[src/rtl/dii_package.sv]
// Shared debug-interconnect flit type used on the debug ring.
// A flit carries valid, end-of-packet marker and a 16-bit payload.
package dii_package;

   typedef struct packed {
      logic        valid;
      logic        last;
      logic [15:0] data;
   } dii_flit;

endpackage

[src/rtl/debug_ring_pkt_buffer.sv]
// Store-and-forward packet buffer between the debug ring and a core segment.
// Ports: clk, rstn (async, active-low); flit_in/flit_in_ready upstream;
// flit_out/flit_out_ready downstream; level and pkt_count report occupancy;
// overflow_cut pulses when a full buffer with no complete packet is released.
module debug_ring_pkt_buffer
   import dii_package::*;
#(
   parameter int DEPTH       = 32,
   parameter int MAX_PKT_LEN = 16
) (
   input  logic                   clk,
   input  logic                   rstn,
   input  dii_flit                flit_in,
   output logic                   flit_in_ready,
   output dii_flit                flit_out,
   input  logic                   flit_out_ready,
   output logic [$clog2(DEPTH):0] level,
   output logic [$clog2(DEPTH):0] pkt_count,
   output logic                   overflow_cut
);

   localparam int          AW   = $clog2(DEPTH);
   localparam logic [AW:0] FULL = (AW+1)'(DEPTH);

   if (DEPTH < MAX_PKT_LEN || (DEPTH & (DEPTH - 1)) != 0) begin : g_bad_param
      $error("DEPTH must be a power of two and >= MAX_PKT_LEN");
   end

   // Entry layout: {last, data}
   logic [16:0]   mem [DEPTH];

   logic [AW-1:0] wr_ptr;
   logic [AW-1:0] rd_ptr;
   logic          cut_mode;

   logic [AW-1:0] wr_ptr_nxt;
   logic [AW-1:0] rd_ptr_nxt;
   logic [AW:0]   level_nxt;
   logic [AW:0]   pkt_count_nxt;
   logic          cut_mode_nxt;

   logic [16:0]   rd_word;
   logic          rd_last;
   logic          push;
   logic          pop;
   logic          cut_enter;
   logic          cut_active;
   logic          pkt_inc;
   logic          pkt_dec;

   assign rd_word = mem[rd_ptr];
   assign rd_last = rd_word[16];

   // Gated by rstn so nothing is accepted while reset is held.
   assign flit_in_ready = rstn && (level != FULL);

   // Full with no complete packet can never drain on its own, so the
   // partial packet is released cut-through; enter takes effect at once.
   assign cut_enter    = (level == FULL) && (pkt_count == '0) && !cut_mode;
   assign cut_active   = cut_mode || cut_enter;
   assign overflow_cut = cut_enter;

   assign flit_out.valid = (level != '0)
                         && ((pkt_count != '0) || cut_active);
   assign flit_out.last  = rd_last;
   assign flit_out.data  = rd_word[15:0];

   assign push    = flit_in.valid && flit_in_ready;
   assign pop     = flit_out.valid && flit_out_ready;
   assign pkt_inc = push && flit_in.last;
   assign pkt_dec = pop && rd_last;

   always_comb begin
      wr_ptr_nxt    = wr_ptr;
      rd_ptr_nxt    = rd_ptr;
      level_nxt     = level;
      pkt_count_nxt = pkt_count;
      cut_mode_nxt  = cut_mode;

      if (push) wr_ptr_nxt = wr_ptr + AW'(1);
      if (pop)  rd_ptr_nxt = rd_ptr + AW'(1);

      unique case ({push, pop})
         2'b10:   level_nxt = level + (AW+1)'(1);
         2'b01:   level_nxt = level - (AW+1)'(1);
         default: level_nxt = level;
      endcase

      unique case ({pkt_inc, pkt_dec})
         2'b10:   pkt_count_nxt = pkt_count + (AW+1)'(1);
         2'b01:   pkt_count_nxt = pkt_count - (AW+1)'(1);
         default: pkt_count_nxt = pkt_count;
      endcase

      if (cut_enter) cut_mode_nxt = 1'b1;
      // The released packet ends when its last flit leaves.
      if (cut_active && pkt_dec) cut_mode_nxt = 1'b0;
   end

   always_ff @(posedge clk or negedge rstn) begin
      if (!rstn) begin
         wr_ptr    <= '0;
         rd_ptr    <= '0;
         level     <= '0;
         pkt_count <= '0;
         cut_mode  <= 1'b0;
      end else begin
         wr_ptr    <= wr_ptr_nxt;
         rd_ptr    <= rd_ptr_nxt;
         level     <= level_nxt;
         pkt_count <= pkt_count_nxt;
         cut_mode  <= cut_mode_nxt;
      end
   end

   // Storage has no reset; stale entries are unreachable after pointers clear.
   always_ff @(posedge clk) begin
      if (push) mem[wr_ptr] <= {flit_in.last, flit_in.data};
   end

endmodule

[config.mk]
export PLATFORM = sky130hd
export DESIGN_NAME = debug_ring_pkt_buffer
export DESIGN_NICKNAME = d
export VERILOG_FILES = /design/src/rtl/dii_package.sv /design/src/rtl/debug_ring_pkt_buffer.sv
export SDC_FILE = /design/constraint.sdc
export NUM_CORES = 1
export LEC_CHECK = 0
export BUFFER_PORTS_ARGS = -buffer_cell sky130_fd_sc_hd__clkbuf_2
export CORE_MARGIN = 2
export CORE_UTILIZATION = 43
export CTS_CLUSTER_SIZE = 40
export DETAILED_ROUTE_END_ITERATION = 12
export GPL_ROUTABILITY_DRIVEN = 0
export HOLD_SLACK_MARGIN = 0.02
export PLACE_DENSITY = 0.57
export SKIP_LAST_GASP = 1
export SYNTH_ARGS = -nofsm -noshare
export SYNTH_HDL_FRONTEND = slang
export SYNTH_SLANG_ARGS = --single-unit
[constraint.sdc]
create_clock -name clk -period 10.2 [get_ports clk]
set_clock_uncertainty 0.15 [all_clocks]
set_input_delay 1.02 -clock clk [delete_from_list [all_inputs] [get_ports clk]]
set_output_delay 1.02 -clock clk [all_outputs]
set_load 0.02 [all_outputs]
==> reports/metrics.csv <==
metric,value,unit
outcome,"complete, no violations",
synthCells,974,
ys_seq_elements,567,
required,9.03,ns
drv_slew,0,
root_buffer,clkbuf_16,
leakage,8.02,nW
synthesis.nets,1012,
grt_pass1_vias,10500,
cp-start-kind,register,
power.internal,4.84,mW
drt_pass1_iterations,5,
worstHoldPathType,primary input to async pin,
path_buf_inv,3,
hold_viol_final,0,
postCtsSetupRepairBufs,0,
antenna_found_initial,0,
grt_pass1_wl,73.5,mm
dieWidth,231,um
end_kind,primary output,
fmax,182,MHz
rows,83,
route.detailed.drc,0,
synth_area,0.0222,mm2
finalCriticalPeriod,5.50,ns
die_area,0.0535,mm2
wirelength,50.3,mm
clk_latency,0.61,ns
clk_pin_slew,0.06,ns
critical_path_arrival,4.33,ns
start_util,43.4,%
drt_first_iter_violations,1008,
period_share,53.9,%
pwr-share-clk,29.7,%
syn_avg_cell_area,22.8,um2
portBuffers,52,
p_seq_share,41.4,%
clock_path_buffers,3,
setup_viol,0,
ctsHoldBuffers,0,
rsz0062_at_grt,false,
die_y,231,um
wl_per_cell,28.0,um
power,6.88,mW
path_class,register to primary output,
power_frac_comb,28.9,%
cts.sinks,567,
tightest_slew,1.07,ns
synth-seq-area-share,76.1,%
critPathTopFamily,multiplexers,
max_stage_delay,0.83,ns
n_antenna_cell,0,
numCtsBuffers,57,
finalHoldWorstSlack,0.288,ns
vias,10200,
drtAntennaViolNets,0,
htreeDepth,2,
slew_headroom,28.7,%
p_switching,2.04,mW
max-vdd-ir-drop,0.000260,V
nets,1110,
grt_max_degree,69,
overflow,0,
via_per_inst,5.67,
fin_area,0.0253,mm2
power.density,272,mW/mm2
path_max_fanout,34,
drive_above_1_share,34.4,%
placed_area,0.0235,mm2
syn2layout_area_growth,13.7,%
tns,0,ns
yosysUniqueCellTypes,42,
ios,53,
ys.warnings.count,0,
cpMaxStageDelayCell,dfrtp_4,
maxCapViolCount,0,
cts_tree,done,
post_cts_resized,0,
grt_util_all_layers,19.2,%
cp_cell_sequence,buf_4 -> buf_4 -> mux4_2 -> mux4_2 -> mux2_2 -> clkbuf_2,
core-area,0.0512,mm2
switching_share,29.7,%
dpl.hpwl,27.4,mm
[flip-flops by register name (all words and copies together), names as in the netlist]
register,count
rd_ptr,5
wr_ptr,5
mem,544
level,6
pkt_count,6
cut_mode,1
[synth_stat cells, drive strengths merged]
cell	instances	share of area [%]
clkbuf	26	0.44
a21o	3	0.10
a21oi	6	0.14
o211ai	1	0.034
nand4	3	0.085
and3b	1	0.039
nor3b	4	0.14
nor3	3	0.068
mux4	166	17
and2	2	0.056
o21ai	12	0.27
nor2	38	0.64
ha	15	0.84
xnor2	11	0.43
nand2	23	0.39
dfrtp	23	2.6
nand3	6	0.14
edfxtp	544	74
mux2	18	0.91
xor2	6	0.24
or2	1	0.028
buf	21	0.63
a211oi	1	0.056
nand2b	2	0.056
nor4b	2	0.079
nor4	4	0.11
a311oi	1	0.039
a31oi	1	0.028
or3b	2	0.079
or3	1	0.028
inv	10	0.17
nor4bb	1	0.045
or4	2	0.068
nor2b	2	0.056
fa	2	0.18
o2111ai	1	0.039
nand3b	2	0.068
mux2i	6	0.27
o22a	1	0.039
[routing by layer]
metal	vias up	GRT usage [%]	share of wire, %
li1	4302	-	-
met1	5522	28.3	45
met2	287	30.1	48
met3	70	3.79	5.9
met4	0	4.05	1.6
met5	-	0	0
[power groups by stage]
stage                     registers (mW)  logic, mW  clock network (mW)
final                               2.85       1.98                2.04
after global placement              2.90       2.00                   0
after CTS                           2.86       2.03                2.09
after global routing                2.88       2.13                2.18
after detailed placement            2.90       2.02                   0
after floorplan                     2.79       1.54                   0
[per-stage QoR]
step / setup slack [ns] / util, % / instances
after floorplan: 6.44 / - / 974
after global placement: 5.20 / 45.8 / 1693
after detailed placement: 5.18 / 45.8 / 1693
after CTS: 4.53 / 49.3 / 1795
after global routing: 4.39 / 49.3 / 1795
final: 4.70 / 49.3 / 1795
[final timing paths]
path                       cells past startpoint         start      endpoint  slack, ns
setup / recovery                               6     rd_ptr[0]   flit_out[4]       4.70
max in group asynchronous                      1          rstn     rd_ptr[2]       9.12
hold reg to reg                                1  pkt_count[5]  pkt_count[5]       0.35
min in group clk                               1  pkt_count[5]  pkt_count[5]       0.35
hold / removal                                 1          rstn  pkt_count[4]       0.29
setup reg to reg                              13     rd_ptr[1]  pkt_count[5]       5.73
[cell type report]
cell class	instances	area (um2)
clock buffers	68	1470
clock inverters	34	334
fillers	4115	25900
inverters	10	37.5
multi-input cells	350	5130
flip-flops and latches	567	16900
well taps	680	851
repair buffers	86	515
[logic make-up after synthesis]
kind of cell	Yosys count	synth area share, %
adder cells (fa/ha/maj)	17	1.03
AND/OR/NAND/NOR	99	2.17
XOR/XNOR	17	0.670
buffers and inverters	57	1.24
multiplexers	190	18.0
AO/OA/AOI/OAI	27	0.744
flip-flops	567	76.1
[cells in the final DEF, fill, tap and decap left out, types with 3 or more instances in the layout]
cell	n
a21o_1	3
a21oi_1	6
buf_4	34
bufinv_16	7
clkbuf_1	11
clkbuf_16	57
clkbuf_2	52
clkinv_1	17
clkinv_2	7
dfrtp_1	19
dfrtp_4	3
edfxtp_1	544
ha_1	15
inv_1	10
mux2_2	18
mux2i_1	6
mux4_2	166
nand2_1	23
nand3_1	6
nand4_1	3
nor2_1	6
nor2_2	26
nor2_4	6
nor3_1	3
nor3b_1	4
nor4_1	4
o21ai_0	12
xnor2_1	11
xor2_1	6
(Power assumes the default switching activity.)
